File: config.mk
export PLATFORM = sky130hd
export DESIGN_NAME = key_press_arbiter
export DESIGN_NICKNAME = d
export VERILOG_FILES = /design/src/rtl/key_press_arbiter.sv
export SDC_FILE = /design/constraint.sdc
export NUM_CORES = 1
export LEC_CHECK = 0
export CAP_MARGIN = 10
export CORE_UTILIZATION = 45
export CTS_BUF_LIST = sky130_fd_sc_hd__clkbuf_8 sky130_fd_sc_hd__clkbuf_16
export CTS_CLUSTER_SIZE = 30
export DETAILED_ROUTE_END_ITERATION = 6
export MAX_ROUTING_LAYER = met4
export PLACE_DENSITY = 0.77
export RECOVER_POWER = 100
export SLEW_MARGIN = 0
export SYNTH_ARGS = -nofsm -noshare
export SYNTH_HDL_FRONTEND = slang
export SYNTH_SLANG_ARGS = --single-unit
export TNS_END_PERCENT = 30
File: constraint.sdc
create_clock -name Clock -period 2 [get_ports Clock]
set_clock_uncertainty 0.15 [all_clocks]
set_input_delay 0.2 -clock Clock [delete_from_list [all_inputs] [get_ports Clock]]
set_output_delay 0.2 -clock Clock [all_outputs]
set_load 0.005 [all_outputs]
File: src/rtl/key_press_arbiter.sv
// Push-button front end: per-key synchronizer and rising-edge detector, pending latch,
// and a round-robin valid/ready offer. Optional debounce filter is enabled by KEY_DEBOUNCE_EN.
module key_press_arbiter #(
    parameter int N_KEYS          = 4,
    parameter int IDX_W           = 2,
    parameter int DEBOUNCE_CYCLES = 4
) (
    input  logic              Clock,
    input  logic              Reset,
    input  logic [N_KEYS-1:0] keys_in,
    output logic              press_valid,
    output logic [IDX_W-1:0]  press_idx,
    input  logic              press_ready,
    output logic [N_KEYS-1:0] pending,
    output logic              drop_pulse
);

    generate
        if (N_KEYS < 2 || N_KEYS > 16 || IDX_W != $clog2(N_KEYS) ||
            DEBOUNCE_CYCLES < 1 || DEBOUNCE_CYCLES > 255) begin : g_bad_param
            $error("key_press_arbiter: illegal parameter combination");
        end
    endgenerate

    logic [N_KEYS-1:0] sync1_q, sync2_q, prev_q;
    logic [N_KEYS-1:0] pending_q, pending_d;
    logic [N_KEYS-1:0] stable_w, edge_w, xfer_mask;
    logic              valid_q, valid_d;
    logic              drop_q, drop_d;
    logic              xfer, lock;
    logic [IDX_W-1:0]  idx_q, idx_d;
    logic [IDX_W-1:0]  rr_q, rr_d;
    logic [IDX_W-1:0]  pick;
    logic              pick_found;

`ifdef KEY_DEBOUNCE_EN
    logic [N_KEYS-1:0] stable_q;
    logic [7:0]        cnt_q [N_KEYS];

    // A new level is accepted only after it has differed from the filtered level
    // for DEBOUNCE_CYCLES consecutive samples.
    always_ff @(posedge Clock) begin
        if (Reset) begin
            stable_q <= '0;
            for (int k = 0; k < N_KEYS; k++) cnt_q[k] <= '0;
        end else begin
            for (int k = 0; k < N_KEYS; k++) begin
                if (sync2_q[k] != stable_q[k]) begin
                    if (cnt_q[k] == 8'(DEBOUNCE_CYCLES - 1)) begin
                        stable_q[k] <= sync2_q[k];
                        cnt_q[k]    <= '0;
                    end else begin
                        cnt_q[k] <= cnt_q[k] + 8'd1;
                    end
                end else begin
                    cnt_q[k] <= '0;
                end
            end
        end
    end

    assign stable_w = stable_q;
`else
    assign stable_w = sync2_q;
`endif

    assign edge_w = stable_w & ~prev_q;

    always_comb begin
        int c;
        c          = 0;
        xfer       = valid_q & press_ready;
        lock       = valid_q & ~press_ready;
        xfer_mask  = '0;
        if (xfer) xfer_mask[idx_q] = 1'b1;

        // A press on a key that is being delivered this cycle is kept, not dropped.
        pending_d = (pending_q & ~xfer_mask) | edge_w;
        drop_d    = |(edge_w & pending_q & ~xfer_mask);

        rr_d = rr_q;
        if (xfer) rr_d = (idx_q == IDX_W'(N_KEYS - 1)) ? '0 : idx_q + 1'b1;

        pick       = '0;
        pick_found = 1'b0;
        for (int i = 0; i < N_KEYS; i++) begin
            c = int'(rr_d) + i;
            if (c >= N_KEYS) c = c - N_KEYS;
            if (!pick_found && pending_d[c]) begin
                pick       = IDX_W'(c);
                pick_found = 1'b1;
            end
        end

        // An unaccepted offer is frozen; idx_q doubles as the held index.
        if (lock) begin
            valid_d = 1'b1;
            idx_d   = idx_q;
        end else begin
            valid_d = |pending_d;
            idx_d   = pick;
        end
    end

    always_ff @(posedge Clock) begin
        if (Reset) begin
            sync1_q   <= '0;
            sync2_q   <= '0;
            prev_q    <= '0;
            pending_q <= '0;
            valid_q   <= 1'b0;
            idx_q     <= '0;
            rr_q      <= '0;
            drop_q    <= 1'b0;
        end else begin
            sync1_q   <= keys_in;
            sync2_q   <= sync1_q;
            prev_q    <= stable_w;
            pending_q <= pending_d;
            valid_q   <= valid_d;
            idx_q     <= idx_d;
            rr_q      <= rr_d;
            drop_q    <= drop_d;
        end
    end

    assign press_valid = valid_q;
    assign press_idx   = idx_q;
    assign pending     = pending_q;
    assign drop_pulse  = drop_q;

endmodule

## Word level (Yosys, flattened, before mapping)

Cells that the tools add are included.

- Bits in registers: 22
- Input port bits: 7
- Output and inout bits: 8
- Logic and storage cells: 75

- Add/sub/neg operators: 8
- Magnitude comparators: 10
- Equality and inequality tests: 1
- Mux-type cells: 29
- Bitwise logic cells: 10
- Reduce and logical (&&, ||, !) cells: 9

Operators by type and width:

| operator | number |
|---|---|
| $lt A32 B4 Y1 const B | 4 |
| $mux W32 | 4 |
| $and A4 B4 Y4 | 4 |
| $mux W1 | 13 |
| $mux W2 | 6 |
| $sub A3 B3 Y4 const B | 3 |
| $ge A3 B3 Y1 const B | 3 |
| $bmux W1 S2 | 4 |
| $not A4 Y4 | 2 |
| $reduce_or A4 Y1 | 2 |
| $add A2 B2 Y3 const B | 2 |
| $logic_and A1 B1 Y1 | 4 |
| $mux W4 | 1 |
| $or A4 B4 Y4 | 1 |
| $sub A2 B3 Y4 const B | 1 |
| $add A2 B1 Y3 const B | 1 |
| $ge A2 B3 Y1 const B | 1 |
| $logic_not A1 Y1 | 3 |
| $lt A2 B3 Y1 const B | 1 |
| $add A2 B1 Y2 const B | 1 |
| $and A1 B1 Y1 | 2 |
| $demux W1 S2 | 1 |
| $eq A2 B2 Y1 const B | 1 |
| $ge A2 B1 Y1 const B | 1 |
| $not A1 Y1 | 1 |

## Depth between registers and ports, before layout

Gate-level depths: netlist (run 1).

- Depth after elaboration: 21
- Gate-level depth with buffers: 7
- Depth with buffers taken out: 7

## Worst setup path before layout (run 1)

Ideal clock, no wire load.

- Path kind: register to register
- Start: register idx_q[0], in the netlist press_idx[0]
- End: register idx_q[1], in the netlist press_idx[1]
- Library setup time: 0.071 ns
- Arrival time: 1.441 ns
- Data required time: 1.779 ns
- Path slack: 0.338 ns
- Cell stages (with the launch flop): 7
- Buffers on the path: 0
- Period minus slack after synthesis: 1.662 ns
- Cell sequence: dfxtp_1 inv_1 ha_1 mux2_4 a31oi_2 o221ai_1 a21oi_1

- Cells in the longest elaborated chain, start to end: 21
- Elaborated cells between the ends (all ways): 53
- Classes of those cells: add/sub (8); order compare (6); eq/ne (1); mux (28); bitwise (3); reduce/logical (7)

Ends and longest elaborated chain:

| what | line | RTL |
|---|---|---|
| from (decl) | 31 | `logic [IDX_W-1:0] idx_q, idx_d;` |
| from (signal assigned) | 121 | `idx_q <= idx_d;` |
| branches (longest 20 deep; another with $sub A3 B3 Y4) | -- |  |
| $mux W2 * | 89 | `if (!pick_found && pending_d[c]) begin` |

Every way passes the cells marked *. The select of a mux whose other input is x is not followed.
A chain may end at the register's enable or synchronous reset.

## Worst setup path after layout (run 1)

Same ends and word-level chain as after synthesis.

==> results of run 1 <==
## placed cells by master, fill, tap and decap left out, drive strengths merged
master	count
a211oi	2
a21o	4
a21oi	8
a31oi	4
a41oi	2
and4bb	1
buf	2
clkbuf	5
clkdlybuf4s50	5
dfxtp	22
dlygate4sd3	9
ha	4
inv	4
mux2	1
mux2i	1
nand2	3
nand3	8
nor2	8
nor2b	17
o21ai	2
o221ai	1
## cell type report
| cell class | count | area (sq um) |
|---|---|---|
| well taps | 25 | 31.28 |
| clock buffers | 3 | 41.29 |
| flip-flops and latches | 22 | 440.4 |
| multi-input cells | 66 | 436.7 |
| repair buffers | 18 | 166.4 |
| inverters | 4 | 15.01 |
| fillers | 162 | 670.6 |
## power by group through the flow
| stage | combinational (mW) | sequential (mW) | clock [mW] |
|---|---|---|---|
| finish | 0.146 | 0.482 | 0.264 |
| global route | 0.162 | 0.485 | 0.296 |
| CTS | 0.152 | 0.482 | 0.273 |
| detailed placement | 0.150 | 0.492 | 0 |
| global placement | 0.146 | 0.490 | 0 |
| floorplan | 0.0862 | 0.489 | 0 |
## critical path: cells and delay by family (launching register included)
kind	cells	cell delay, ps
buf+inv	1	100
flops	1	430
compound gates	3	450
mux	1	310
fa+ha+maj	1	330
## sequential cells by signal, indices dropped and copies added (netlist names)
name	count
drop_pulse	1
pending	4
press_idx	2
press_valid	1
prev_q	4
rr_q	2
stable_w	4
sync1_q	4
## per-stage QoR
step / power [mW] / hold WS [ps] / setup WS [ps]
finish: 0.8908 / 289.1 / 166.7
global placement: 0.6363 / 266.6 / 97.89
CTS: 0.9070 / 289.2 / 184.8
detailed placement: 0.6421 / 271.8 / 37.06
floorplan: 0.5749 / 121.6 / 338.4
global route: 0.9428 / 321.9 / 30.55
## metal layers
| layer | up-vias | part of all wire, % | GRT usage [%] |
|---|---|---|---|
| met3 | 2 | 3.3 | 3.529 |
| li1 | 366 | - | - |
| met4 | 0 | 0.56 | 8.571 |
| met1 | 344 | 46 | 24.28 |
| met5 | - | 0 | - |
| met2 | 18 | 50 | 30.83 |
## worst min-delay path by stage
stage	cells after the start	endpoint
2_1_floorplan	1	pending[0]$_SDFF_PP0_
3_5_place_dp	1	stable_w[2]$_SDFF_PP0_
6_report	1	stable_w[2]$_SDFF_PP0_
4_1_cts	1	stable_w[2]$_SDFF_PP0_
5_1_grt	1	stable_w[3]$_SDFF_PP0_
3_3_place_gp	1	stable_w[0]$_SDFF_PP0_
## cell usage after synthesis, drive strengths merged
library cell and instances:
mux2i 1, nor2b 17, o221ai 1, and4bb 1, clkbuf 2, a31oi 4
a21oi 8, inv 4, nand2 3, o21ai 2, a21o 4, nor2 8
a41oi 2, mux2 1, nand3 8, a211oi 2, ha 4, dfxtp 22
## kinds of logic (layout without fill, tap and decap cells)
group,count (synthesis),after routing,share of synthesized area [%]
muxes,2,2,2.781
and+or+nand+nor,37,37,22.53
buffers and inverters,6,25,2.503
adders and majority gates,4,4,5.564
AOI/OAI and AO/OA,23,23,17.66
DFF,22,22,48.96
==> run_results.csv, run 1 <==
group,metric,value,unit
run_status,status,"finished, final reports clean",
cts,cts_resized,0,
power,leakagePower,0.4825,nW
critical_path,start_kind,"flop",
critical_path,reg2reg_from,"press_idx[0]$_SDFFE_PP0N_",
critical_path,crit_type,"reg2reg",
floorplanning,die_h,46.71,um
global_routing,grt_pass1_vias,702,
critical_path,ff2ff_path_depth,6,
cts,hold_buffers,0,
detailed_routing,num_vias,730,
cts,clkLatencyLatePin,250,ps
final_layout,finalInstanceArea,0.001131,sq mm
yosys,synth_cells,94,
power,swShare,24.81,%
yosys,synth_nets,105,
cts,path_clk_slew,70,ps
critical_path,slowest_stage,"dfxtp_1",
global_routing,grt_max_degree,23,
global_routing,grt_pass1_wl,2.870,mm
cts,cts_root_buf,"clkbuf_8",
final_layout,nets,126,
detailed_routing,viasPerCell,5.290,
yosys,avgSynthCellArea,9.570,sq um
detailed_routing,drt_iter0_markers,23,
critical_path,cp_data_arrival_time,1860,ps
sta,timing.final.crit_share,91.66,%
sta,final.min_clock_period,1833,ps
sta,slew_viol_final,0,
yosys,synth_cell_types,23,
global_routing,grt_usage,19.57,%
final_layout,finish.utilization,62.78,%
global_routing,gr-total-overflow,0,
power,pwr-share-clk,29.6,%
power,ir_drop,0.5015,mV
sta,fin_tns_setup,0,ps
global_routing,antenna_found_initial,0,
placement,portBuffers,14,
placement,place_inst,135,
detailed_routing,detail-route-antenna-nets,0,
placement,gp_congestion,0.8653,
detailed_routing,drcViolationCount,0,
yosys,syn_area,899.6,sq um
placement,placed_area,0.001094,sq mm
power,powerDensity,787.5,mW/mm^2
power,seqPwrFrac,54.1,%
sta,worst_slew_pin_slew,913.5,ps
power,p_switching,221.0,uW
flow_run,maxCapViolations,0,
detailed_routing,drt-total-wl,1.777,mm
critical_path,endpoint,"press_idx[1]$_SDFFE_PP0N_",
yosys,ys_top_cells_by_area,"dfxtp_1 (49%), nor2b_1 (12%), ha_1 (5.6%)",
power,comb_power_share,16.4,%
final_layout,instances_no_fill,138,
min_path,hold_path_class,"reg2reg",
final_layout,diodes,0,
final_layout,area_growth,25.73,%
placement,dp_hpwl,1.291,mm
critical_path,cpPeakStageDelay,430,ps
detailed_routing,drt-wirelength-per-cell,12.88,um
min_path,hp-start,"sync1_q[2]$_SDFF_PP0_",
critical_path,worstPathMaxFanout,6,
floorplanning,rows,15,
yosys,netlist.area_leader.share,48.96,%
cts,cts_tree,"yes",
cts,numCtsBuffers,3,
cts,cts_buffer_depth,2,
sta,setup_violations,0,
cts,cts-htree-levels,1,
floorplanning,dieArea,0.002182,sq mm
yosys,synth_top_area_cell,"dfxtp_1",
detailed_routing,dr.pass1.iters,4,
yosys,synth_seq_cells,22,
cts,post-cts-setup-buffers,0,
sta,relSlewSlack,39.10,%
floorplanning,die_x,46.71,um
critical_path,crit_start,"press_idx[0]$_SDFFE_PP0N_",
cts,cts.sinks,22,
critical_path,end_kind,"flop",
sta,timing.fmax,0.5455,GHz
critical_path,path_cells,"inv_1 -> ha_1 -> mux2_4 -> a31oi_2 -> o221ai_1 -> a21oi_1",
yosys,ys_seq_area_share,48.96,%
power,power.internal,669.8,uW
critical_path,r2r-end,"press_idx[1]$_SDFFE_PP0N_",
sta,hold_viol_final,0,
floorplanning,start_util,49.93,%
yosys,yosys_warnings,0,
critical_path,reg2reg_setup_slack,170,ps
sta,rsz0062_at_grt,"false",
final_layout,drive_gt1_share,10.62,%
critical_path,critical_path_required,2030,ps
floorplanning,io_pins,15,
floorplanning,design.core.area,0.001802,sq mm
No activity file was read; power rests on OpenSTA's default activity.
==> run 2, diff against run 1 <==
MAX_ROUTING_LAYER = not set   (was met4)
==> results of run 2 <==
Final layout, timing and power as in run 1 (identical DEF).
Main changes from that run: final weighted congestion in routability-driven placement 0.8653 -> 0.8517; overall routing resource usage 19.57% -> 18.94%
==> run 3, diff against run 2 <==
SKIP_LAST_GASP = 1   (was not set)
==> results of run 3 <==
Final layout, timing and power as in run 1 (identical DEF).
Main changes from that run: final weighted congestion in routability-driven placement 0.8653 -> 0.8517; overall routing resource usage 19.57% -> 18.94%
